[config.mk]
export PLATFORM = sky130hd
export DESIGN_NAME = ps2_ascii_queue_flat
export DESIGN_NICKNAME = d
export VERILOG_FILES = /design/src/rtl/ps2_ascii_queue_if.sv /design/src/rtl/ps2_ascii_queue.sv /design/src/flat_wrapper.sv
export SDC_FILE = /design/constraint.sdc
export NUM_CORES = 1
export LEC_CHECK = 0
export BUFFER_PORTS_ARGS = -buffer_cell sky130_fd_sc_hd__buf_2
export CORE_UTILIZATION = 55
export DETAILED_ROUTE_END_ITERATION = 8
export GPL_ROUTABILITY_DRIVEN = 0
export GPL_TIMING_DRIVEN = 0
export PLACE_DENSITY = 0.76
export SLEW_MARGIN = 15
export SYNTH_ARGS = -nofsm -noshare
export SYNTH_HDL_FRONTEND = slang
export SYNTH_SLANG_ARGS = --single-unit
[constraint.sdc]
create_clock -name clk -period 3.6 [get_ports clk]
set_clock_uncertainty 0.2 [all_clocks]
set_input_delay 0.18 -clock clk [delete_from_list [all_inputs] [get_ports clk]]
set_output_delay 0.18 -clock clk [all_outputs]
set_load 0.005 [all_outputs]
[src/rtl/ps2_ascii_queue_if.sv]
// ps2_ascii_queue_if: byte-strobe input side and valid/ready character output
// side of the PS/2 scan-code to ASCII queue, plus its status signals.
// The slave modport is the queue itself; the master modport is its environment
// (PS/2 receiver driving bytes, console consumer taking characters).
interface ps2_ascii_queue_if #(
    parameter int AW = 3
);
    logic          in_valid;
    logic [7:0]    in_code;
    logic          out_valid;
    logic [7:0]    out_ascii;
    logic          out_ready;
    logic [AW:0]   count;
    logic          overflow;
    logic          caps_led;

    modport slave (
        input  in_valid, in_code, out_ready,
        output out_valid, out_ascii, count, overflow, caps_led
    );

    modport master (
        output in_valid, in_code, out_ready,
        input  out_valid, out_ascii, count, overflow, caps_led
    );
endinterface

[src/rtl/ps2_ascii_queue.sv]
// ps2_ascii_queue: decodes a PS/2 set-2 scan-code byte stream (F0 break and
// E0 extended prefixes, Shift, Caps Lock) into ASCII characters and buffers
// them in a first-word-fall-through FIFO with a valid/ready output.
// Optional build macro PS2_REPEAT_FILTER_EN: suppresses typematic repeats of
// the last make code until any break is seen.
module ps2_ascii_queue #(
    parameter int DEPTH = 8,
    parameter int AW    = 3
) (
    input  logic clk,
    input  logic rst,
    ps2_ascii_queue_if.slave bus
);
    localparam logic [7:0] CODE_BRK   = 8'hF0;
    localparam logic [7:0] CODE_EXT   = 8'hE0;
    localparam logic [7:0] CODE_LSHFT = 8'h12;
    localparam logic [7:0] CODE_RSHFT = 8'h59;
    localparam logic [7:0] CODE_CAPS  = 8'h58;
    localparam logic [AW:0] FULL_CNT  = (AW+1)'(DEPTH);

    typedef enum logic [1:0] {IDLE, BRK, EXT, EXTBRK} state_t;

    state_t state, state_nx;
    logic   make_evt, brk_evt, ext_brk_evt;

    // Prefix FSM state register.
    // NOTE: sequential state uses non-blocking (<=) so every register samples
    // pre-edge values; blocking (=) here would create order-dependent races.
    always_ff @(posedge clk) begin
        if (rst) state <= IDLE;
        else     state <= state_nx;
    end

    // Prefix FSM next state and per-byte event decode.
    // NOTE: every output gets a default first so no path leaves one unassigned;
    // a missing default in combinational logic infers a latch.
    always_comb begin
        state_nx    = state;
        make_evt    = 1'b0;
        brk_evt     = 1'b0;
        ext_brk_evt = 1'b0;
        if (bus.in_valid) begin
            case (state)
                IDLE: begin
                    if (bus.in_code == CODE_BRK)      state_nx = BRK;
                    else if (bus.in_code == CODE_EXT) state_nx = EXT;
                    else                              make_evt = 1'b1;
                end
                BRK: begin
                    brk_evt  = 1'b1;
                    state_nx = IDLE;
                end
                EXT: begin
                    if (bus.in_code == CODE_BRK) state_nx = EXTBRK;
                    else                         state_nx = IDLE;
                end
                EXTBRK: begin
                    ext_brk_evt = 1'b1;
                    state_nx    = IDLE;
                end
                default: state_nx = IDLE;
            endcase
        end
    end

    logic is_repeat;

`ifdef PS2_REPEAT_FILTER_EN
    logic [7:0] last_code;
    logic       last_vld;

    // Remember the last non-extended make; any break forgets it.
    always_ff @(posedge clk) begin
        if (rst) begin
            last_vld  <= 1'b0;
            last_code <= 8'h00;
        end else if (brk_evt || ext_brk_evt) begin
            last_vld  <= 1'b0;
        end else if (make_evt) begin
            last_vld  <= 1'b1;
            last_code <= bus.in_code;
        end
    end

    assign is_repeat = last_vld && (last_code == bus.in_code);
`else
    assign is_repeat = 1'b0;
`endif

    logic fresh_make;
    logic shift_l, shift_r, caps;

    assign fresh_make = make_evt && !is_repeat;

    // Modifier state: shift flags follow make/break, Caps toggles on each make.
    always_ff @(posedge clk) begin
        if (rst) begin
            shift_l <= 1'b0;
            shift_r <= 1'b0;
            caps    <= 1'b0;
        end else begin
            if (fresh_make && bus.in_code == CODE_LSHFT) shift_l <= 1'b1;
            if (brk_evt    && bus.in_code == CODE_LSHFT) shift_l <= 1'b0;
            if (fresh_make && bus.in_code == CODE_RSHFT) shift_r <= 1'b1;
            if (brk_evt    && bus.in_code == CODE_RSHFT) shift_r <= 1'b0;
            if (fresh_make && bus.in_code == CODE_CAPS)  caps    <= ~caps;
        end
    end

    logic       shift;
    logic       char_vld;
    logic [7:0] char_val;
    logic [7:0] letter;
    logic       is_letter;

    assign shift = shift_l | shift_r;

    // Scan-code to ASCII lookup for make codes.
    always_comb begin
        letter    = 8'h00;
        is_letter = 1'b0;
        char_vld  = 1'b0;
        char_val  = 8'h00;
        case (bus.in_code)
            8'h1C: letter = "a";  8'h32: letter = "b";  8'h21: letter = "c";
            8'h23: letter = "d";  8'h24: letter = "e";  8'h2B: letter = "f";
            8'h34: letter = "g";  8'h33: letter = "h";  8'h43: letter = "i";
            8'h3B: letter = "j";  8'h42: letter = "k";  8'h4B: letter = "l";
            8'h3A: letter = "m";  8'h31: letter = "n";  8'h44: letter = "o";
            8'h4D: letter = "p";  8'h15: letter = "q";  8'h2D: letter = "r";
            8'h1B: letter = "s";  8'h2C: letter = "t";  8'h3C: letter = "u";
            8'h2A: letter = "v";  8'h1D: letter = "w";  8'h22: letter = "x";
            8'h35: letter = "y";  8'h1A: letter = "z";
            default: letter = 8'h00;
        endcase
        is_letter = (letter != 8'h00);
        if (is_letter) begin
            char_vld = 1'b1;
            char_val = (shift ^ caps) ? (letter - 8'h20) : letter;
        end else begin
            char_vld = 1'b1;
            case (bus.in_code)
                8'h16: char_val = shift ? "!" : "1";
                8'h1E: char_val = shift ? "@" : "2";
                8'h26: char_val = shift ? "#" : "3";
                8'h25: char_val = shift ? "$" : "4";
                8'h2E: char_val = shift ? "%" : "5";
                8'h36: char_val = shift ? "^" : "6";
                8'h3D: char_val = shift ? "&" : "7";
                8'h3E: char_val = shift ? "*" : "8";
                8'h46: char_val = shift ? "(" : "9";
                8'h45: char_val = shift ? ")" : "0";
                8'h29: char_val = 8'h20;
                8'h5A: char_val = 8'h0D;
                8'h66: char_val = 8'h08;
                default: char_vld = 1'b0;
            endcase
        end
        if (!fresh_make) char_vld = 1'b0;
    end

    logic [7:0]    mem [DEPTH];
    logic [AW-1:0] wr_ptr, rd_ptr;
    logic [AW:0]   cnt;
    logic          ovf;
    logic          full, pop, push_ok;

    assign full    = (cnt == FULL_CNT);
    assign pop     = (cnt != '0) && bus.out_ready;
    assign push_ok = char_vld && (!full || pop);

    // FIFO storage.
    // NOTE: the data array has no reset; pointers and count define which
    // entries are valid, so clearing storage would only add reset fan-out.
    always_ff @(posedge clk) begin
        if (push_ok) mem[wr_ptr] <= char_val;
    end

    // FIFO pointers, exact occupancy and sticky overflow flag.
    always_ff @(posedge clk) begin
        if (rst) begin
            wr_ptr <= '0;
            rd_ptr <= '0;
            cnt    <= '0;
            ovf    <= 1'b0;
        end else begin
            if (push_ok) wr_ptr <= wr_ptr + 1'b1;
            if (pop)     rd_ptr <= rd_ptr + 1'b1;
            case ({push_ok, pop})
                2'b10:   cnt <= cnt + 1'b1;
                2'b01:   cnt <= cnt - 1'b1;
                default: cnt <= cnt;
            endcase
            if (char_vld && full && !pop) ovf <= 1'b1;
        end
    end

    assign bus.out_valid = (cnt != '0);
    assign bus.out_ascii = (cnt != '0) ? mem[rd_ptr] : 8'h00;
    assign bus.count     = cnt;
    assign bus.overflow  = ovf;
    assign bus.caps_led  = caps;
endmodule
[src/flat_wrapper.sv]
// flat-port wrapper written by rule: the top's interface ports become plain ports
module ps2_ascii_queue_flat 
#(
    parameter int DEPTH = 8,
    parameter int AW    = 3
)
  (clk, rst, bus_in_valid, bus_in_code, bus_out_ready, bus_out_valid, bus_out_ascii, bus_count, bus_overflow, bus_caps_led);
  ps2_ascii_queue_if #(.AW(AW)) bus_i ();
  input  logic clk;
  input  logic rst;
  input wire logic [$bits(bus_i.in_valid)-1:0] bus_in_valid;
  input wire logic [$bits(bus_i.in_code)-1:0] bus_in_code;
  input wire logic [$bits(bus_i.out_ready)-1:0] bus_out_ready;
  output wire logic [$bits(bus_i.out_valid)-1:0] bus_out_valid;
  output wire logic [$bits(bus_i.out_ascii)-1:0] bus_out_ascii;
  output wire logic [$bits(bus_i.count)-1:0] bus_count;
  output wire logic [$bits(bus_i.overflow)-1:0] bus_overflow;
  output wire logic [$bits(bus_i.caps_led)-1:0] bus_caps_led;
  assign bus_i.in_valid = bus_in_valid;
  assign bus_i.in_code = bus_in_code;
  assign bus_i.out_ready = bus_out_ready;
  assign bus_out_valid = bus_i.out_valid;
  assign bus_out_ascii = bus_i.out_ascii;
  assign bus_count = bus_i.count;
  assign bus_overflow = bus_i.overflow;
  assign bus_caps_led = bus_i.caps_led;
  ps2_ascii_queue #(.DEPTH(DEPTH), .AW(AW)) u_core (.clk(clk), .rst(rst), .bus(bus_i));
endmodule
==> summary.txt <==
Drt
  – Router iterations before antenna repair: 5
  – Antenna-violating nets left: 0
  – DRC violation total after the first TritonRoute iteration: 301
  – Total length of routed wires: 10900 microns
  – Detailed-route DRC error count: 0
  – Routed vias: approximately 3500
  – Via density per instance: between 6 and 7
  – Post-DR wirelength/cell: 19.4 microns

Floorplanning
  – Initial Util: 0.567
  – Die outline area: about 9000 sq um
  – FP Rows: 33
  – Core Box Area: between 8000 and 9000 sq um
  – I/O Pins: 27
  – Width of the die: between 90 and 100 microns
  – Die Y-Extent: between 90 and 100 microns

Finish
  – ANT cells: 0
  – Fraction of layout cells with a size suffix above 1: 0.234
  – Area growth syn-to-layout: 15.5%
  – Finished layout cell area: approximately 5400 sq um
  – Number of standard cells in the layout, taps in and fillers out: around 560
  – # nets final: approximately 480
  – Total of fill cells in the finished design: roughly 600

Clock tree
  – Master cell of the clock root buffer: sky130_fd_sc_hd__clkbuf_8
  – Num CTS Buffers: 9
  – Maximum clock path buffer count: 2
  – TritonCTS clock tree: built
  – Number of sinks on the clock net: 83
  – Worst skew pair latency: around 350 ps
  – CTS H-Tree Depth: 3
  – Clock input transition at the sequential cells of the worst setup and hold paths: around 100 ps

Critical path
  – Type of origin of the critical path: input pin
  – Worst EP required: approximately 3500 ps
  – Signal arrival time at the worst endpoint: 3310 ps
  – CP peak stage delay: slightly below 400 ps
  – Largest fanout on the critical path: 10
  – Slowest cell on crit path: sky130_fd_sc_hd__nor3b_2
  – Cells along the critical path: clkbuf_4 -> inv_2 -> ha_1 -> buf_2 -> and2_1 -> o21ai_0 -> a221oi_2 -> nor4_2 -> and4_4 -> a211oi_2 -> nand2_1 -> nor3b_2 -> buf_4
  – Critical Path Sink Type: flip-flop
  – CP Class: in2reg

Yosys
  – Top FF cell, synth: sky130_fd_sc_hd__edfxtp_1
  – Syn nets: 431
  – Post-Synthesis Mean Instance Area: between 10 and 15 sq um
  – Netlist cell types: 73
  – EDFF count, synth: 64
  – Async S/R FF share, synth: 0
  – Portion of the post-synthesis area used by sequential elements: 0.494
  – Number of flip-flops and latches in the synthesized netlist: between 80 and 90
  – Netlist area before placement: 4660 sq um
  – Yosys warns: 0
  – Post-Synthesis Cells: between 400 and 500

Timing
  – Number of hold violations in the final report: 0
  – Time the worst path needs with I/O delays and setup: 3460 ps
  – Actual transition at the worst max-transition pin: 971 ps
  – Fraction of the cycle the final worst path needs: 0.961
  – Max-slew violation count: 0
  – Achievable frequency: 289 MHz
  – Minimum hold slack: around 140 ps
  – Remaining max-slew budget at the tightest pin: 0.346
  – Final-report setup violation count: 0

Power
  – Net switching power of the design: between 0.0008 and 0.0009 W
  – IR Drop Worst-Case VDD: between 0.2 and 0.3 mV
  – PD cells: just over 500 nW/um^2
  – Cell internal pwr: approximately 0.0019 W
  – Power share of the combinational group: 0.315
  – Proportion of power drawn by flip-flops and latches: 0.419
  – Part of the total power dissipated in the clock network: 0.266
  – Fraction of power spent switching nets: 0.315
  – Leakage Power: 1.87 nW

Hold path
  – Hold Crit Class: in2reg

Place
  – Dpl hpwl: about 7600 microns
  – Placed inst area: about 5000 sq um
  – Cells after DPL: ~540
  – Number of buffer cells added on primary ports: 22

Global route
  – Overall overflow remaining after global route: 0
  – GRT Resource Usage Total: 0.263
  – Largest net degree at the start of global routing: 17
  – Wire length of the first global-routing pass: between 15000 and 20000 microns
  – Antenna violations before repair: 0
  – Vias in the first global route: 3371

Flow run
  – Maximum capacitance violations: 0

Run status
  – Run status: completed
[power by group through the flow]
stage / logic (W) / clock network (W) / registers (W)
after floorplan: 0.000571 / 0 / 0.00115
after global placement: 0.000772 / 0 / 0.00115
after detailed placement: 0.000805 / 0 / 0.00116
after CTS: 0.000851 / 0.000743 / 0.00114
after global routing: 0.000953 / 0.000779 / 0.00116
final: 0.000866 / 0.000729 / 0.00115
[cells in the final DEF (no fill, tap or decap), drive strengths merged, types with 2 or more instances in the layout]
cell type,Yosys,final
mux2i,16,16
nor3b,5,5
and3,3,3
clkinv,1,2
xor2,3,3
a21o,5,5
dfxtp,19,19
nand3,7,7
buf,15,51
clkbuf,15,24
a31oi,4,4
nor3,13,13
o31ai,3,3
nand3b,3,3
o311ai,2,2
nor2b,10,10
edfxtp,64,64
mux2,4,4
mux4,16,16
o211ai,2,2
nor4b,2,2
o21bai,2,2
xnor2,4,4
o22ai,2,2
a41oi,2,2
a21oi,21,21
nand4,2,2
a32oi,3,3
ha,13,13
and2,5,5
inv,11,15
or3,3,3
dlygate4sd3,0,2
nand2,23,23
a211oi,3,3
o21ai,21,21
nand2b,15,15
nor2,31,31
nor4,8,8
[kinds of logic (layout without fill, tap and decap cells)]
logic type,count (synthesis),in the layout,share of synthesized area
DFF,83,83,0.494
xor gates and xnor gates,7,7,0.0132
and+or+nand+nor,138,138,0.161
adders and majority gates,14,14,0.0392
AOI/OAI and AO/OA,85,85,0.132
muxes,36,36,0.121
buffers and inverters,42,95,0.0389
[critical path, delay by kind of cell]
| family | cells | cell delay (ps) |
|---|---|---|
| compound gates | 3 | 870 |
| fa+ha+maj | 1 | 180 |
| buf+inv | 4 | 800 |
| simple gates | 5 | 1260 |
[layout make-up]
| class | count | area (sq um) | share of cell area |
|---|---|---|---|
| multi-input combinational | 280 | 2290 | 0.427 |
| clock inverter | 6 | 76.3 | 0.0142 |
| inverter | 12 | 45.0 | 0.00837 |
| timing repair buffer | 38 | 248 | 0.0460 |
| buffer | 29 | 134 | 0.0249 |
| sequential | 83 | 2300 | 0.428 |
| tap | 105 | 131 | 0.0244 |
| clock buffer | 10 | 149 | 0.0277 |
[worst paths after layout]
check	startpoint	to	slack, ps	cells past startpoint
worst max register to register	u_core.bus.count[3]	u_core.bus.count[3]	330	11
worst max-delay path	bus_in_code[1]	u_core.mem[3][3]	140	13
worst min register to register	u_core.bus.overflow	u_core.bus.overflow	290	2
worst min-delay path	bus_out_ready	u_core.bus.overflow	140	5
[state kept, by name (all words and copies together) (netlist names), named ones only]
signal / flops
u_core.bus.caps_led: 1
u_core.bus.count: 4
u_core.bus.overflow: 1
u_core.mem: 64
u_core.rd_ptr: 3
u_core.shift_l: 1
u_core.shift_r: 1
u_core.state: 2
u_core.wr_ptr: 3
[per-stage QoR]
stage	setup WS, ps	utilization	TNS (ps)	total power (W)
floorplan	131	-	0	0.00172
global placement	-1420	0.596	-66580	0.00192
detailed placement	-846	0.604	-39300	0.00196
CTS	34.2	0.647	0	0.00273
global route	-12.3	0.655	-40.1	0.00289
finish	142	0.655	0	0.00274
[Yosys cell counts (all sizes together) (2+ instances only)]
cell,instances,area share
edfxtp,64,0.41
nor2,31,0.025
nand2,23,0.019
a21oi,21,0.023
o21ai,21,0.026
dfxtp,19,0.082
mux2i,16,0.034
mux4,16,0.077
buf,15,0.017
clkbuf,15,0.012
nand2b,15,0.020
ha,13,0.035
nor3,13,0.014
inv,11,0.0089
nor2b,10,0.013
nor4,8,0.012
nand3,7,0.0075
a21o,5,0.0081
and2,5,0.0067
nor3b,5,0.0081
a31oi,4,0.0054
mux2,4,0.0097
xnor2,4,0.0075
a211oi,3,0.0059
a32oi,3,0.0056
and3,3,0.0040
nand3b,3,0.0048
o31ai,3,0.0048
or3,3,0.0051
xor2,3,0.0056
a41oi,2,0.0038
nand4,2,0.0027
nor4b,2,0.0038
o211ai,2,0.0032
o21bai,2,0.0032
o22ai,2,0.0027
o311ai,2,0.0038
[per-layer routing]
| layer | vias up | global-route usage | share of wire | wire [microns] |
|---|---|---|---|---|
| met5 | - | 0 | 0 | 0 |
| met3 | 27 | 0.0437 | 0.055 | 607 |
| li1 | 1640 | - | - | - |
| met2 | 145 | 0.445 | 0.50 | 5510 |
| met4 | 0 | 0.104 | 0.025 | 275 |
| met1 | 1698 | 0.335 | 0.42 | 4550 |
[what timing repair did]
item / CTS / global route
endpoints found under the setup margin: 54 / 75
endpoints found under the hold margin: 3 / 0
gates resized for setup: 7 / 9
pin swaps: 4 / 3
hold buffers: 2 / 0
setup buffers: 7 / 3
No activity file was read; power rests on OpenSTA's default activity.
